## src/rtl/dmem_arbiter_if.sv

```systemverilog
// Requester-side bundle of the data-memory arbiter: request fields going in,
// grant and one-cycle response coming back.
interface dmem_arbiter_if;
  logic        req;
  logic        lock;
  logic [31:0] addr;
  logic [31:0] wdata;
  logic [1:0]  width;
  logic        we;
  logic        sext;
  logic        gnt;
  logic        rvalid;
  logic [31:0] rdata;
  logic        err;

  modport master (
    output req, lock, addr, wdata, width, we, sext,
    input  gnt, rvalid, rdata, err
  );

  modport slave (
    input  req, lock, addr, wdata, width, we, sext,
    output gnt, rvalid, rdata, err
  );
endinterface

```

## src/rtl/dmem_arbiter.sv

```systemverilog
// Shares the single-port data memory between the CPU MEM stage (p0) and the
// loader/debug port (p1): round-robin, bounded locking, range/width checking.
module dmem_arbiter #(
  parameter int unsigned MAX_LOCK   = 8,
  parameter int unsigned ADDR_LIMIT = 4096
) (
  input  logic           clk,
  input  logic           rst_n,
  dmem_arbiter_if.slave  p0,
  dmem_arbiter_if.slave  p1,
  output logic [31:0]    mem_addr,
  output logic [31:0]    mem_data,
  output logic [1:0]     mem_width,
  output logic           mem_memwrite,
  output logic           mem_sign_extend,
  input  logic [31:0]    mem_result
);

  localparam logic [7:0]  MAX_CNT = 8'(MAX_LOCK);
  localparam logic [32:0] LIMIT   = 33'(ADDR_LIMIT);

  function automatic logic [2:0] access_bytes(input logic [1:0] width);
    case (width)
      2'b00:   return 3'd1;
      2'b01:   return 3'd2;
      default: return 3'd4;
    endcase
  endfunction

  // 33-bit end address so accesses near 2^32 cannot wrap back into range.
  function automatic logic access_err(input logic [31:0] addr, input logic [1:0] width);
    logic [32:0] end_addr;
    end_addr = {1'b0, addr} + {30'd0, access_bytes(width)};
    return (width == 2'b11) || (end_addr > LIMIT);
  endfunction

  function automatic logic [31:0] load_result(input logic we, input logic err,
                                              input logic [31:0] data);
    return (!we && !err) ? data : 32'd0;
  endfunction

  logic [1:0]  req;
  logic        own_vld, own_vld_n;
  logic        own_id, own_id_n;
  logic [7:0]  lock_cnt, lock_cnt_n;
  logic        rr_ptr, rr_ptr_n;
  logic        own_req, own_expired;
  logic        gnt_vld, gnt_id;
  logic        sel_lock, sel_we, sel_sext, sel_err;
  logic [31:0] sel_addr, sel_wdata;
  logic [1:0]  sel_width;
  logic [1:0]  vld_p1, err_p1;
  logic [1:0][31:0] rdata_p1;

  assign req = {p1.req, p0.req};

  always_ff @(posedge clk or negedge rst_n) begin
    if (!rst_n) begin
      own_vld  <= 1'b0;
      own_id   <= 1'b0;
      lock_cnt <= 8'd0;
      rr_ptr   <= 1'b0;
    end else begin
      own_vld  <= own_vld_n;
      own_id   <= own_id_n;
      lock_cnt <= lock_cnt_n;
      rr_ptr   <= rr_ptr_n;
    end
  end

  // An expired owner yields to a requesting peer; alone it competes as a plain request.
  always_comb begin
    own_req     = own_vld && req[own_id];
    own_expired = lock_cnt >= MAX_CNT;
    gnt_vld     = 1'b0;
    gnt_id      = 1'b0;
    if (own_req && !own_expired) begin
      gnt_vld = 1'b1;
      gnt_id  = own_id;
    end else if (&req) begin
      gnt_vld = 1'b1;
      gnt_id  = own_req ? ~own_id : rr_ptr;
    end else if (|req) begin
      gnt_vld = 1'b1;
      gnt_id  = req[1];
    end
    if (!rst_n) gnt_vld = 1'b0;
  end

  always_comb begin
    sel_lock  = gnt_id ? p1.lock  : p0.lock;
    sel_addr  = gnt_id ? p1.addr  : p0.addr;
    sel_wdata = gnt_id ? p1.wdata : p0.wdata;
    sel_width = gnt_id ? p1.width : p0.width;
    sel_we    = gnt_id ? p1.we    : p0.we;
    sel_sext  = gnt_id ? p1.sext  : p0.sext;
    sel_err   = access_err(sel_addr, sel_width);
  end

  always_comb begin
    own_vld_n  = own_vld;
    own_id_n   = own_id;
    lock_cnt_n = lock_cnt;
    rr_ptr_n   = rr_ptr;
    if (gnt_vld) begin
      rr_ptr_n = ~gnt_id;
      if (sel_lock) begin
        own_vld_n  = 1'b1;
        own_id_n   = gnt_id;
        lock_cnt_n = (own_vld && (own_id == gnt_id) && !own_expired) ? lock_cnt + 8'd1 : 8'd1;
      end else begin
        own_vld_n  = 1'b0;
        lock_cnt_n = 8'd0;
      end
    end else if (own_vld && !own_req) begin
      own_vld_n  = 1'b0;
      lock_cnt_n = 8'd0;
    end
  end

  always_comb begin
    p0.gnt          = gnt_vld && !gnt_id;
    p1.gnt          = gnt_vld && gnt_id;
    mem_addr        = 32'd0;
    mem_data        = 32'd0;
    mem_width       = 2'b00;
    mem_memwrite    = 1'b0;
    mem_sign_extend = 1'b0;
    if (gnt_vld) begin
      mem_addr        = sel_addr;
      mem_data        = sel_wdata;
      mem_width       = sel_width;
      mem_memwrite    = sel_we && !sel_err;
      mem_sign_extend = sel_sext;
    end
  end

  // Response stage: captured at the acceptance edge, lives exactly one cycle.
  always_ff @(posedge clk or negedge rst_n) begin
    if (!rst_n) begin
      vld_p1   <= 2'b00;
      err_p1   <= 2'b00;
      rdata_p1 <= '0;
    end else begin
      vld_p1   <= 2'b00;
      err_p1   <= 2'b00;
      rdata_p1 <= '0;
      if (gnt_vld) begin
        vld_p1[gnt_id]   <= 1'b1;
        err_p1[gnt_id]   <= sel_err;
        rdata_p1[gnt_id] <= load_result(sel_we, sel_err, mem_result);
      end
    end
  end

  assign p0.rvalid = vld_p1[0];
  assign p0.err    = err_p1[0];
  assign p0.rdata  = rdata_p1[0];
  assign p1.rvalid = vld_p1[1];
  assign p1.err    = err_p1[1];
  assign p1.rdata  = rdata_p1[1];

endmodule

```

## src/flat_wrapper.sv

```systemverilog
// flat-port wrapper written by rule: the top's interface ports become plain ports
module dmem_arbiter_flat 
#(
  parameter int unsigned MAX_LOCK   = 8,
  parameter int unsigned ADDR_LIMIT = 4096
)
  (clk, rst_n, mem_addr, mem_data, mem_width, mem_memwrite, mem_sign_extend, mem_result, p0_req, p0_lock, p0_addr, p0_wdata, p0_width, p0_we, p0_sext, p0_gnt, p0_rvalid, p0_rdata, p0_err, p1_req, p1_lock, p1_addr, p1_wdata, p1_width, p1_we, p1_sext, p1_gnt, p1_rvalid, p1_rdata, p1_err);
  dmem_arbiter_if p0_i ();
  dmem_arbiter_if p1_i ();
  input  logic clk;
  input  logic rst_n;
  output logic [31:0] mem_addr;
  output logic [31:0] mem_data;
  output logic [1:0] mem_width;
  output logic mem_memwrite;
  output logic mem_sign_extend;
  input  logic [31:0] mem_result;
  input wire logic [$bits(p0_i.req)-1:0] p0_req;
  input wire logic [$bits(p0_i.lock)-1:0] p0_lock;
  input wire logic [$bits(p0_i.addr)-1:0] p0_addr;
  input wire logic [$bits(p0_i.wdata)-1:0] p0_wdata;
  input wire logic [$bits(p0_i.width)-1:0] p0_width;
  input wire logic [$bits(p0_i.we)-1:0] p0_we;
  input wire logic [$bits(p0_i.sext)-1:0] p0_sext;
  output wire logic [$bits(p0_i.gnt)-1:0] p0_gnt;
  output wire logic [$bits(p0_i.rvalid)-1:0] p0_rvalid;
  output wire logic [$bits(p0_i.rdata)-1:0] p0_rdata;
  output wire logic [$bits(p0_i.err)-1:0] p0_err;
  input wire logic [$bits(p1_i.req)-1:0] p1_req;
  input wire logic [$bits(p1_i.lock)-1:0] p1_lock;
  input wire logic [$bits(p1_i.addr)-1:0] p1_addr;
  input wire logic [$bits(p1_i.wdata)-1:0] p1_wdata;
  input wire logic [$bits(p1_i.width)-1:0] p1_width;
  input wire logic [$bits(p1_i.we)-1:0] p1_we;
  input wire logic [$bits(p1_i.sext)-1:0] p1_sext;
  output wire logic [$bits(p1_i.gnt)-1:0] p1_gnt;
  output wire logic [$bits(p1_i.rvalid)-1:0] p1_rvalid;
  output wire logic [$bits(p1_i.rdata)-1:0] p1_rdata;
  output wire logic [$bits(p1_i.err)-1:0] p1_err;
  assign p0_i.req = p0_req;
  assign p0_i.lock = p0_lock;
  assign p0_i.addr = p0_addr;
  assign p0_i.wdata = p0_wdata;
  assign p0_i.width = p0_width;
  assign p0_i.we = p0_we;
  assign p0_i.sext = p0_sext;
  assign p0_gnt = p0_i.gnt;
  assign p0_rvalid = p0_i.rvalid;
  assign p0_rdata = p0_i.rdata;
  assign p0_err = p0_i.err;
  assign p1_i.req = p1_req;
  assign p1_i.lock = p1_lock;
  assign p1_i.addr = p1_addr;
  assign p1_i.wdata = p1_wdata;
  assign p1_i.width = p1_width;
  assign p1_i.we = p1_we;
  assign p1_i.sext = p1_sext;
  assign p1_gnt = p1_i.gnt;
  assign p1_rvalid = p1_i.rvalid;
  assign p1_rdata = p1_i.rdata;
  assign p1_err = p1_i.err;
  dmem_arbiter #(.MAX_LOCK(MAX_LOCK), .ADDR_LIMIT(ADDR_LIMIT)) u_core (.clk(clk), .rst_n(rst_n), .p0(p0_i), .p1(p1_i), .mem_addr(mem_addr), .mem_data(mem_data), .mem_width(mem_width), .mem_memwrite(mem_memwrite), .mem_sign_extend(mem_sign_extend), .mem_result(mem_result));
endmodule
```

## config.mk

```make
export PLATFORM = sky130hd
export DESIGN_NAME = dmem_arbiter_flat
export DESIGN_NICKNAME = d
export VERILOG_FILES = /design/src/rtl/dmem_arbiter_if.sv /design/src/rtl/dmem_arbiter.sv /design/src/flat_wrapper.sv
export SDC_FILE = /design/constraint.sdc
export NUM_CORES = 1
export LEC_CHECK = 0
export BUFFER_PORTS_ARGS = -buffer_cell sky130_fd_sc_hd__buf_2
export CORE_AREA = 2 2 122 124
export CTS_CLUSTER_DIAMETER = 80
export DETAILED_ROUTE_END_ITERATION = 10
export DIE_AREA = 0 0 124 126
export PLACE_DENSITY_LB_ADDON = 0.25
export SETUP_SLACK_MARGIN = 0.5
export SYNTH_ARGS = -nofsm -noshare
export SYNTH_HDL_FRONTEND = slang
export SYNTH_SLANG_ARGS = --single-unit
export TNS_END_PERCENT = 5
```

## constraint.sdc

```tcl
create_clock -name clk -period 6.2 [get_ports clk]
set_input_delay 0.62 -clock clk [delete_from_list [all_inputs] [get_ports clk]]
set_output_delay 0.62 -clock clk [all_outputs]
set_load 0.005 [all_outputs]
```

# Yosys cells after proc, flatten, opt, wreduce, memory -nomap -nowiden
# Index checks and enable logic that the tools add are counted.
# Widths: inputs -> output; s select.
[totals]
wordCells = 80
in_bits = 174
regBits = 79
[op_classes]
eq_ne = 3
muxes = 37
n_reduce_logical = 21
addsub = 2
magnitude_cmp = 5
bitwise_logic = 4
[op_table]
columns = ["operator", "count"]
rows = [
  ["$mux 32", 6],
  ["$and 64x64->64", 1],
  ["$mux 64", 1],
  ["$add 32x3->33", 1],
  ["$gt 33x13->1 const B", 1],
  ["$demux 32 s1", 1],
  ["$mux 8", 4],
  ["$mux 1", 19],
  ["$logic_and 1x1->1", 10],
  ["$add 8x1->8 const B", 1],
  ["$ge 8x4->1 const B", 1],
  ["$mux 2", 4],
  ["$pmux 3 s2", 1],
  ["$logic_not 1->1", 5],
  ["$lt 1x2->1 const B", 2],
  ["$reduce_and 2->1", 2],
  ["$and 2x2->2", 1],
  ["$eq 2x1->1 const B", 1],
  ["$eq 2x2->1 const B", 1],
  ["$logic_not 2->1", 1],
  ["$not 1->1", 2],
  ["$reduce_bool 2->1", 1],
  ["$reduce_or 2->1", 1],
  ["$demux 1 s1", 1],
  ["other kinds (3)", 3],
]

# Longest topological paths before layout
[logic_depth]
ltp_word = 17
mapped_depth = 21

# Least setup slack after synthesis
# Ideal clock, no wire load.
[synth_timing]
path_kind = "reg2out"
start = "register u_core.lock_cnt[6]"
end = "output mem_memwrite"
n_path_buf = 5
setup_slack_ns = 0.696
required_ns = 5.580
arrival_time_ns = 4.884
stages_incl_launch_ff = 21
path_cell_list = "dfrtp_1 > or4_4 > or4_4 > and3_1 > buf_6 > clkbuf_1 > clkbuf_1 > nand2_1 > nand2_1 > ha_1 > fa_1 > a21o_1 > clkbuf_1 > nand3_1 > nor3_1 > or4_1 > a311oi_1 > nand4_1 > nor4_2 > buf_6 > and3_1"
[synth_between]
elab_chain_len = 13
word_cells_on_any_way = 19
classes_between = "add/sub (1); order compare (2); eq/ne (2); mux (8); reduce/logical (6)"
[synth_rtl]
columns = ["element", "line", "rtl"]
rows = [
  ["from (decl)", "dmem_arbiter.sv:45", "logic [7:0] lock_cnt, lock_cnt_n;"],
  ["from (signal assigned)", "dmem_arbiter.sv:66", "lock_cnt <= lock_cnt_n;"],
  ["$ge 8x4->1 *", "dmem_arbiter.sv:74", "own_expired = lock_cnt >= MAX_CNT;"],
  ["$logic_not 1->1 *", "dmem_arbiter.sv:77", "if (own_req && !own_expired) begin"],
  ["$logic_and 1x1->1 *", "dmem_arbiter.sv:77", ""],
  ["$mux 1", "dmem_arbiter.sv:77", ""],
  ["$mux 2", "dmem_arbiter.sv:94", "sel_width = gnt_id ? p1.width : p0.width;"],
  ["$eq 2x1->1 or $logic_not 2->1 (tied branches)", "dmem_arbiter.sv:23", "case (width)"],
  ["$pmux 3 s2", "dmem_arbiter.sv:23", ""],
  ["$add 32x3->33", "dmem_arbiter.sv:33", "end_addr = {1'b0, addr} + {30'd0, access_bytes(width)};"],
  ["$gt 33x13->1", "dmem_arbiter.sv:34", "return (width == 2'b11) || (end_addr > LIMIT);"],
  ["$logic_or 1x1->1", "dmem_arbiter.sv:34", ""],
  ["$logic_not 1->1", "dmem_arbiter.sv:133", "mem_memwrite = sel_we && !sel_err;"],
  ["$logic_and 1x1->1", "dmem_arbiter.sv:133", ""],
  ["$mux 1 *", "dmem_arbiter.sv:129", "if (gnt_vld) begin"],
  ["to (decl)", "flat_wrapper.sv:15", "output logic mem_memwrite;"],
]
# Mark *: on every way between the ends. The rest lies on a longest branch, timed or not.

# Worst setup path after layout
[layout_timing]
start = "register u_core.lock_cnt[5]"
end = "output mem_memwrite"
# The elaborated chain is that of the path after synthesis.

==> flow_summary_export.csv <==
group,metric,value,unit
setup_path,worst_setup_path_start_kind,"flip-flop",
grt,grt_pass1_vias,5380,
sta,timing.final.ws_setup,0.634,ns
yosys,synthXorXnorAreaFrac,0.0289,
sta,worst_pin_slew,1.13,ns
clock_network,cts-root-buf,"clkbuf_16",
yosys,synth_cell_types,58,
setup_path,required,5.58,ns
job,cap_viol_max_count,0,
grt,grt_antenna_before_repair,4,
grt,track_usage,0.222,
yosys,ys_warn_count,0,
layout,regArea,0.00198,mm2
routing,highest_layer,"met5",
yosys,synthMuxAreaShare,0.0175,
yosys,synth.avg_cell_area,7.86,um2
layout,drive_gt1_frac,0.392,
sta,finClkSkew,0.00425,ns
clock_network,ctsHtreeMaxLevel,3,
clock_network,ctsHoldBuffers,0,
yosys,synthArstFlopShare,1.00,
yosys,synth_edf_count,0,
placement,numPortBuffers,311,
routing,antenna_left,0,
yosys,synthFlopType,"dfrtp_1",
yosys,synth-simple-area-share,0.344,
floorplan,rows,44,
setup_path,path_delay_family,"simple AND/OR/NAND/NOR gates",
setup_path,r2r-end,"u_core.p0.rdata[24]",
routing,drtPass1Iterations,4,
setup_path,regToRegSetupSlack,1.09,ns
clock_network,cts_buffer_depth,2,
clock_network,clk_latency,0.33,ns
routing,first_iter_violations,294,
layout,final_area,0.00738,mm2
yosys,syn_area,0.00515,mm2
power,peakVddDrop,0.104,mV
routing,wl_per_cell,16.0,um
yosys,yosys.area_share.adder,0.0160,
sta,setup_viol,0,
routing,wl,18200,um
sta,tns,0,ns
placement,place_ws,0.706,ns
sta,grt_setup_unrepaired,"false",
sta,fin_crit_sh,0.898,
setup_path,worst_path_largest_cell_delay,0.55,ns
sta,period_minus_slack,5.57,ns
routing,dr_wl_met2,8410,um
yosys,synth_top_area_frac,0.384,
status,status,"complete, no violations",
setup_path,cp_data_arrival_time,4.95,ns
placement,postPlaceCellArea,0.00681,mm2
sta,drv_slew,0,
routing,wl_met1,7770,um
yosys,synth_most_common_cell,"nand2_1",
setup_path,crit_type,"reg2out",
yosys,syn_inst,655,
clock_network,clk_pin_slew,0.06,ns
yosys,synth_compound_area_frac,0.160,
hold_path,hold_path_class,"in2async",
power,powerDensity,201,mW/mm2
setup_path,worstPathBufferInverterCount,1,
layout,fin_util,0.516,
yosys,synth.top_cells.by_count,"nand2_1, dfrtp_1, a21oi_1",
layout,area_growth,43.4,%
setup_path,ff2ff_path_depth,16,
grt,grt_max_degree,83,
yosys,synth_top_family_by_area,"simple AND/OR/NAND/NOR gates",
yosys,syn-num-nets,835,
routing,viasPerCell,5.22,
floorplan,initial_core_util,0.360,
floorplan,die_x,124,um
floorplan,core_region_area,0.0143,mm2
power,p_leak,4.13,nW
grt,grt_overflow,0,
clock_network,cts.sinks,79,
yosys,synthTopCellsByArea,"dfrtp_1, nand2_1, and3_1, a21oi_1, nand4_1",
setup_path,path_cells,"or4_4 -> or4_4 -> and3_4 -> mux2i_4 -> and2_4 -> ha_4 -> fa_2 -> a21o_4 -> nand3_4 -> nor3_1 -> or4_4 -> a311oi_2 -> nand4_1 -> nor4_4 -> and3_4 -> buf_6",
floorplan,die_y,126,um
yosys,synth_seq_cells,79,
clock_network,cts_tree,"done",
layout,nNetsFinal,1128,
setup_path,worstPathMaxFanout,6,
setup_path,crit_slowest_cell,"or4_4",
grt,grt_pass1_wl,27900,um
layout,nFillCells,1431,
yosys,ys_seq_area_frac,0.384,
floorplan,die-area,0.0156,mm2
setup_path,cp-end-kind,"output port",
routing,wl_met3,1660,um
clock_network,cts_made_buffers,9,
sta,maxSlewHeadroom,0.237,
layout,multiInputGateArea,0.00308,mm2
setup_path,crit_top_cell,"or4_4",
routing,route.detailed.drc,0,
setup_path,timing.rr.start,"u_core.lock_cnt[5]",
placement,place.gp.congestion,0.929,
floorplan,io_pins,312,
yosys,yosysTopAreaCell,"dfrtp_1",
routing,vias,5942,
sta,fmax,180,MHz
sta,hold_viol,0,
placement,dp_hpwl,13400,um
kinds of logic (layout without fill, tap and decap cells):
kind of cell               after synthesis  in the layout
muxes                                    9              9
and+or+nand+nor                        355            355
adders and majority gates                6              6
xor gates and xnor gates                17             17
AOI/OAI and AO/OA                      135            135
buffers and inverters                   54            352
other                                    0              2
DFF                                     79             79
final cells by class:
type	count	area share
flip-flops and latches	79	0.268
well taps	184	0.0312
clock buffers	9	0.0305
inverters	10	0.00509
multi-input cells	522	0.418
repair buffers	326	0.233
diodes	2	0.000678
clock inverters	7	0.0141
sequential cells by signal, summed over array words and instances (netlist names):
signal / cells
u_core.own_vld: 1
u_core.err_p1: 2
u_core.rr_ptr: 1
u_core.own_id: 1
u_core.lock_cnt: 8
u_core.vld_p1: 2
u_core.p0.rdata: 32
u_core.p1.rdata: 32
worst max path at each step:
| stage | start | endpoint | slack (ns) | depth (start not counted) |
|---|---|---|---|---|
| 6_report | u_core.lock_cnt[5] | mem_memwrite | 0.63 | 16 |
| 5_1_grt | u_core.lock_cnt[5] | mem_memwrite | 0.47 | 16 |
| 2_1_floorplan | u_core.lock_cnt[6] | mem_memwrite | 0.70 | 20 |
| 3_3_place_gp | p0_req | mem_memwrite | 0.80 | 17 |
| 4_1_cts | u_core.lock_cnt[6] | mem_memwrite | 0.51 | 16 |
| 3_5_place_dp | p0_req | mem_memwrite | 0.71 | 17 |
layout by cell type (no fill, tap or decap), drive strengths merged, types with 4 or more instances in the layout:
cell    synthesis  final
inv            10     13
xor2            5      5
buf            13    325
or4             6      6
and3           75     75
ha              5      5
xnor2          12     12
dfrtp          79     79
and4            6      6
and2           11     11
nand3          18     18
nor3           18     18
mux2i           9      9
a31oi           7      7
a311oi          4      4
a21oi          77     77
nor4            7      7
nor2           26     26
o21ai          13     13
nand4          25     25
nand2         155    155
clkbuf         31     10
stage by stage:
step | hold WS, ns | power [mW] | cells
after global routing | 0.495 | 1.56 | 1138
final | 0.425 | 1.48 | 1139
after global placement | 0.463 | 0.875 | 1114
after detailed placement | 0.479 | 0.876 | 1114
after CTS | 0.486 | 1.46 | 1130
after floorplan | 0.324 | 0.713 | 655
where the power goes:
group	internal (mW)	switching [mW]	leakage [nW]
Sequential	0.522	0.00693	1.09
Combinational	0.157	0.220	2.88
Clock	0.358	0.218	0.155
what timing repair did:
item,4_1_cts,5_1_grt
cloned,0,1
buffers inserted,0,6
pin swaps,1,12
endpoints found under the setup margin,1,1
gates resized for setup,4,32
routing by layer:
metal,GRT usage,up-vias
li1,-,2925
met1,0.309,2722
met2,0.348,262
met3,0.0466,29
met4,0.0641,4
met5,0,-
worst register-to-register path, stage by stage (launching register included):
cell,delay (ns)
dfrtp_1,0.37
or4_4,0.55
or4_4,0.53
and3_4,0.23
mux2i_4,0.21
and2_4,0.17
ha_4,0.16
fa_2,0.39
a21o_4,0.23
nand3_4,0.09
nor3_1,0.06
or4_4,0.48
a311oi_2,0.22
nand4_1,0.19
nor4_4,0.39
buf_4,0.50
and3_1,0.27
(Power assumes the default switching activity.)
